File: config.mk
export PLATFORM = sky130hd
export DESIGN_NAME = inst_fetch_pair
export DESIGN_NICKNAME = d
export VERILOG_FILES = /design/src/rtl/inst_fetch_pair.sv
export SDC_FILE = /design/constraint.sdc
export NUM_CORES = 1
export LEC_CHECK = 0
export CORE_UTILIZATION = 40
export DETAILED_ROUTE_END_ITERATION = 6
export PLACE_DENSITY = 0.7
export SKIP_LAST_GASP = 1
export SYNTH_ARGS = -nofsm -noshare
export SYNTH_HDL_FRONTEND = slang
export SYNTH_SLANG_ARGS = --single-unit
export TNS_END_PERCENT = 1
File: constraint.sdc
create_clock -name clk -period 13.45 [get_ports clk]
set_input_delay 2.69 -clock clk [delete_from_list [all_inputs] [get_ports clk]]
set_output_delay 2.69 -clock clk [all_outputs]
set_load 0.03 [all_outputs]
File: src/rtl/inst_fetch_pair.sv
// inst_fetch_pair: fetch front end feeding the instruction buffer.
// Generates the fetch PC, runs a single-outstanding ICache request/response
// handshake and pushes each response as an instruction pair or, for an
// unaligned PC or a delay slot, as a single instruction. Handles branch
// redirect (with pending delay slot), exception flush and buffer backpressure.
// Optional feature: define FETCH_STALL_CNT_EN to build a saturating counter of
// cycles spent waiting to request while the buffer is full.
module inst_fetch_pair #(
  parameter logic [31:0] RESET_PC = 32'hBFC0_0000,
  parameter int          CNT_W    = 32
) (
  input  logic             clk,
  input  logic             rst,
  input  logic             flush_i,
  input  logic [31:0]      flush_pc_i,
  input  logic             redirect_i,
  input  logic [31:0]      redirect_pc_i,
  input  logic             redirect_ds_i,
  input  logic [31:0]      redirect_ds_pc_i,
  input  logic             buffer_full_i,
  output logic             icache_req_o,
  output logic [31:0]      icache_addr_o,
  input  logic             icache_addr_ok_i,
  input  logic             icache_data_ok_i,
  input  logic [63:0]      icache_rdata_i,
  output logic [31:0]      fetch_inst1_o,
  output logic [31:0]      fetch_inst2_o,
  output logic [31:0]      fetch_inst1_addr_o,
  output logic [31:0]      fetch_inst2_addr_o,
  output logic             fetch_inst1_valid_o,
  output logic             fetch_inst2_valid_o,
  output logic             fetch_single_o,
  output logic [CNT_W-1:0] stall_cnt_o
);

  typedef enum logic [1:0] {S_REQ, S_WAIT, S_DISCARD} state_e;

  state_e      state_q, state_d;
  logic [31:0] pc_q, pc_d;
  logic [31:0] req_pc_q, req_pc_d;
  logic [31:0] target_q, target_d;
  logic        ds_fetch_q, ds_fetch_d;
  logic        req_single_q, req_single_d;
  logic        req_ds_q, req_ds_d;
  logic [31:0] inst1_q, inst1_d, inst2_q, inst2_d;
  logic [31:0] addr1_q, addr1_d, addr2_q, addr2_d;
  logic        valid1_q, valid1_d, valid2_q, valid2_d;
  logic        single_q, single_d;
  logic        req_fire;

  // A request is offered only in REQ and only while the buffer has room.
  assign icache_req_o  = (state_q == S_REQ) && !buffer_full_i && !rst;
  assign icache_addr_o = {pc_q[31:3], 3'b000};
  assign req_fire      = icache_req_o && icache_addr_ok_i;

  // Next-state, PC and push formation; flush/redirect override the normal path.
  always_comb begin
    // NOTE: every target gets a default first so no path leaves a value unassigned and infers a latch.
    state_d      = state_q;
    pc_d         = pc_q;
    req_pc_d     = req_pc_q;
    target_d     = target_q;
    ds_fetch_d   = ds_fetch_q;
    req_single_d = req_single_q;
    req_ds_d     = req_ds_q;
    inst1_d      = inst1_q;
    inst2_d      = inst2_q;
    addr1_d      = addr1_q;
    addr2_d      = addr2_q;
    valid1_d     = 1'b0;
    valid2_d     = 1'b0;
    single_d     = 1'b0;

    unique case (state_q)
      S_REQ: begin
        if (req_fire) begin
          req_pc_d     = pc_q;
          req_single_d = pc_q[2] | ds_fetch_q;
          req_ds_d     = ds_fetch_q;
          state_d      = S_WAIT;
        end
      end
      S_WAIT: begin
        if (icache_data_ok_i) begin
          // The word at req_pc sits in the upper half when req_pc[2] is set.
          inst1_d  = req_pc_q[2] ? icache_rdata_i[63:32] : icache_rdata_i[31:0];
          inst2_d  = icache_rdata_i[63:32];
          addr1_d  = req_pc_q;
          addr2_d  = req_pc_q + 32'd4;
          valid1_d = 1'b1;
          valid2_d = !req_single_q;
          single_d = req_single_q;
          if (req_ds_q) begin
            pc_d       = target_q;
            ds_fetch_d = 1'b0;
          end else if (req_single_q) begin
            pc_d = req_pc_q + 32'd4;
          end else begin
            pc_d = req_pc_q + 32'd8;
          end
          state_d = S_REQ;
        end
      end
      S_DISCARD: begin
        if (icache_data_ok_i) state_d = S_REQ;
      end
      default: state_d = S_REQ;
    endcase

    if (flush_i || redirect_i) begin
      valid1_d = 1'b0;
      valid2_d = 1'b0;
      single_d = 1'b0;
      if (flush_i) begin
        pc_d       = flush_pc_i;
        ds_fetch_d = 1'b0;
      end else if (redirect_ds_i) begin
        pc_d       = redirect_ds_pc_i;
        target_d   = redirect_pc_i;
        ds_fetch_d = 1'b1;
      end else begin
        pc_d       = redirect_pc_i;
        ds_fetch_d = 1'b0;
      end
      // A response still owed by the cache must be swallowed before refetching.
      if (((state_q == S_WAIT || state_q == S_DISCARD) && !icache_data_ok_i) ||
          (state_q == S_REQ && req_fire)) begin
        state_d = S_DISCARD;
      end else begin
        state_d = S_REQ;
      end
    end
  end

  // State, PC and push registers.
  always_ff @(posedge clk or posedge rst) begin
    if (rst) begin
      state_q      <= S_REQ;
      pc_q         <= RESET_PC;
      req_pc_q     <= RESET_PC;
      target_q     <= '0;
      ds_fetch_q   <= 1'b0;
      req_single_q <= 1'b0;
      req_ds_q     <= 1'b0;
      inst1_q      <= '0;
      inst2_q      <= '0;
      addr1_q      <= '0;
      addr2_q      <= '0;
      valid1_q     <= 1'b0;
      valid2_q     <= 1'b0;
      single_q     <= 1'b0;
    end else begin
      // NOTE: non-blocking assignments so every register samples pre-edge values.
      state_q      <= state_d;
      pc_q         <= pc_d;
      req_pc_q     <= req_pc_d;
      target_q     <= target_d;
      ds_fetch_q   <= ds_fetch_d;
      req_single_q <= req_single_d;
      req_ds_q     <= req_ds_d;
      inst1_q      <= inst1_d;
      inst2_q      <= inst2_d;
      addr1_q      <= addr1_d;
      addr2_q      <= addr2_d;
      valid1_q     <= valid1_d;
      valid2_q     <= valid2_d;
      single_q     <= single_d;
    end
  end

  assign fetch_inst1_o       = inst1_q;
  assign fetch_inst2_o       = inst2_q;
  assign fetch_inst1_addr_o  = addr1_q;
  assign fetch_inst2_addr_o  = addr2_q;
  assign fetch_inst1_valid_o = valid1_q;
  assign fetch_inst2_valid_o = valid2_q;
  assign fetch_single_o      = single_q;

`ifdef FETCH_STALL_CNT_EN
  logic [CNT_W-1:0] stall_cnt_q, stall_cnt_d;

  // Saturating count of cycles held in REQ by a full buffer.
  always_comb begin
    stall_cnt_d = stall_cnt_q;
    if (state_q == S_REQ && buffer_full_i && !(&stall_cnt_q)) begin
      stall_cnt_d = stall_cnt_q + CNT_W'(1);
    end
  end

  // Stall counter register, cleared only by reset.
  always_ff @(posedge clk or posedge rst) begin
    if (rst) stall_cnt_q <= '0;
    else     stall_cnt_q <= stall_cnt_d;
  end

  assign stall_cnt_o = stall_cnt_q;
`else
  assign stall_cnt_o = '0;
`endif

endmodule

==> impl_metrics.ini <==
[status]
run_status = finished, final reports clean

[placed_design]
numPortBuffers = 328
place_congestion = 0.9056
dp.final_hpwl_um = 25960
placement.setup.worst_slack_ns = 6.566
dpl-instance-area_mm2 = 0.01486

[logic_synthesis]
synth_sequential_area_ratio = 0.4913
netlist_area_mm2 = 0.01176
postSynth.asyncResetShare = 1.000
synth_edf_count = 0
synthDistinctLibCells = 57
ys.warnings.count = 0
avgSynthCellArea_um2 = 9.695
ys.flop_type = dfrtp_1
postSynthCellCount = 1213
ys_seq_elements = 230

[clock_network]
cts_buffers = 25
hold_buffers = 0
cts-resized-gates = 0
clock_tree.buffer_depth = 3
clk_transition_reported_paths_ns = 0.06
post-cts-setup-buffer-count = 0
cts_num_sinks = 230
clock_tree.htree_level_count = 1
clk_latency_ns = 0.53
tritoncts = done
clock_tree.root_cell = clkbuf_16

[finish]
flow.area_growth_from_synthesis_pct = 33.49
filler_cell_count = 2596
final_core_utilization = 0.5455
final_layout_size_suffix_gt1_frac = 0.1200
fin_nets = 1636
diodes = 0
design_area_mm2 = 0.01570

[timing]
slew_viol_final = 0
timing.fmax_mhz = 145.3
report.final.hold_viol_count = 0
finalCritPeriodShare = 0.5118
final.setup_skew_ns = 0.01327
rsz0062_at_grt = false
finalSetupViolations = 0
shortest_clock_period_the_worst_path_allows_after_layout_ns = 6.884
final.hold.worst_slack_ns = 0.4715
timing.max_slew.rel_slack = 0.3722
final_ws_setup_ns = 6.566
setup-tns-final_ns = 0
tightest_slew_ns = 0.9382

[global_route]
gr-total-overflow = 0
globalRouteMet2Util = 0.3884
global_routing_met3_resource_utilization = 0.04583
grt_usage = 0.2345
largest_net_degree_at_the_start_of_global_routing = 98
first_pass_grt_wire_length_um = 55670
grt_pass1_vias = 9598
busiest_layer = met2
gr-usage-met1 = 0.3180
antenna_found_initial = 0

[route]
drt_wl_cell_um = 19.02
drt_wl_total_um = 35520
drt.antenna.violating_nets = 0
firstDrtPassIters = 5
vias_per_cell = 5.137
drt_iter0_markers = 579
route.vias.total = 9591
post-route-drc-count = 0

[floorplanning]
die_h_um = 173.5
core_area_mm2 = 0.02878
fp.dieArea_mm2 = 0.03009
floorplan.io_pins = 364
chipWidth_um = 173.5
num_rows = 62
initial_standard_cell_utilization_of_the_core = 0.4086

[power_and_ir_drop]
vdd_drop_max_uv = 100.0
cellPowerDensity_mw_per_mm2 = 172.3
power.static_leakage_nw = 6.829

[critical_path]
timing.critical_path.fanout_max = 2
crit_path_top_delay_cell = clkdlybuf4s50_1
setup.worst_path.end_class = output port
worst_r2r_path_depth = 7
timing.setup.critical_path_class = primary input to output port
path_cells = clkdlybuf4s50_1, nor3b_1, clkdlybuf4s50_1
timing.critical_path.mode_cell = clkdlybuf4s50_1
timing.critical_path.slowest_cell_delay_ns = 0.71
cp.arrival_ns = 4.19
worst_ep_required_time_ns = 10.76
crit_path_start_kind = primary input

[min_path]
min_delay_path_depth = 2
holdCritPathClass = flop to flop

[run]
timing.max_cap.violations = 0
sequential cells by signal, summed over array words and instances, names as in the netlist, 2 cells and up:
signal	flops
fetch_inst1_addr_o	32
fetch_inst1_o	32
fetch_inst2_addr_o	30
fetch_inst2_o	32
pc_q	32
req_pc_q	32
state_q	2
target_q	32
cell families after synthesis:
| family | after synthesis | synth area share |
|---|---|---|
| compound gates | 178 | 0.09150 |
| xor+xnor | 53 | 0.03947 |
| fa+ha+maj | 4 | 0.004256 |
| buf+inv | 163 | 0.07980 |
| flops | 230 | 0.4913 |
| mux | 137 | 0.1257 |
| other cells | 1 | 0.0003189 |
| simple gates | 447 | 0.1677 |
final cells by class:
cell class,count,area (µm²),share of cell area
sequential,230,5779,0.3681
multi-input combinational,854,5181,0.3300
timing repair buffer,339,3356,0.2138
clock buffer,33,665.6,0.04240
tap,384,480.5,0.03060
clock inverter,13,176.4,0.01124
inverter,14,60.06,0.003826
per-layer routing:
layer	up-vias	share of wire
met4	0	0.016
met5	-	0
met2	376	0.47
met1	4647	0.44
li1	4523	-
met3	45	0.074
critical path: cells and delay by family:
kind,cells,cell delay (ns)
buffers and inverters,2,1.23
AND/OR/NAND/NOR,1,0.27
metrics by stage:
stage | std cells | total power [W]
floorplan | 1247 | 0.001605
global placement | 1821 | 0.001996
detailed placement | 1821 | 0.002013
global route | 1867 | 0.002834
CTS | 1867 | 0.002724
finish | 1867 | 0.002704
cell usage in the layout, fill, tap and decap left out, types with 5 or more instances in the layout:
master           netlist  routed
dfstp_2               18      18
mux2i_1               52      52
dfrtp_1              212     211
clkbuf_1              39       7
and3_1                 5       5
inv_1                 13      12
o21ai_0              102     102
xor2_1                26      26
xnor2_1               27      27
clkdlybuf4s50_1        0     326
buf_4                 75      11
nor3_1                18      18
a211oi_1               5       5
clkbuf_16              0      25
a221oi_1              10      10
a21oi_1               23      23
nand3_1               20      20
nand4_1               16      16
a221o_1               12      12
mux2_2                85      85
nand3b_1               5       5
conb_1                 1      35
nor2_1                43      43
nand2_1              312     311
cells in the mapped netlist (all sizes together), types with 2 or more instances:
library cell / n / share of area
nand2: 312 / 0.10
dfrtp: 212 / 0.45
buf: 110 / 0.063
o21ai: 104 / 0.045
mux2: 85 / 0.081
mux2i: 52 / 0.044
nor2: 43 / 0.014
clkbuf: 39 / 0.012
xnor2: 27 / 0.020
xor2: 26 / 0.019
a21oi: 23 / 0.0098
nand3: 22 / 0.010
nor3: 22 / 0.011
dfstp: 18 / 0.040
nand4: 18 / 0.011
inv: 13 / 0.0041
a221o: 12 / 0.010
a221oi: 10 / 0.0074
a211oi: 5 / 0.0032
and3: 5 / 0.0027
nand3b: 5 / 0.0032
nor4: 5 / 0.0070
ha: 4 / 0.0043
or2: 4 / 0.0021
a31oi: 3 / 0.0016
nor2b: 3 / 0.0016
o221ai: 3 / 0.0022
o22ai: 3 / 0.0016
a222oi: 2 / 0.0017
a22oi: 2 / 0.0013
and2: 2 / 0.0011
nand2b: 2 / 0.0011
nor3b: 2 / 0.0013
o211ai: 2 / 0.0013
o22a: 2 / 0.0015
final timing paths:
| check | end | slack (ns) | start |
|---|---|---|---|
| min reg2reg | fetch_inst1_addr_o[13] | 0.47 | fetch_inst1_addr_o[13] |
| min in group asynchronous | fetch_single_o | 2.69 | rst |
| max in group asynchronous | pc_q[21] | 8.51 | rst |
| max reg2reg | pc_q[20] | 10.66 | req_pc_q[2] |
| max | icache_req_o | 6.57 | rst |
| min | fetch_inst1_addr_o[13] | 0.47 | fetch_inst1_addr_o[13] |
where the power goes:
part	switching (W)	internal [W]	total (W)
Clock	0.000278	0.000426	0.000705
Combinational	0.000552	0.000407	0.000959
Sequential	0.000166	0.000874	0.00104
Total	0.000997	0.00171	0.00270
Note: power is estimated with default switching activity, not from simulation.
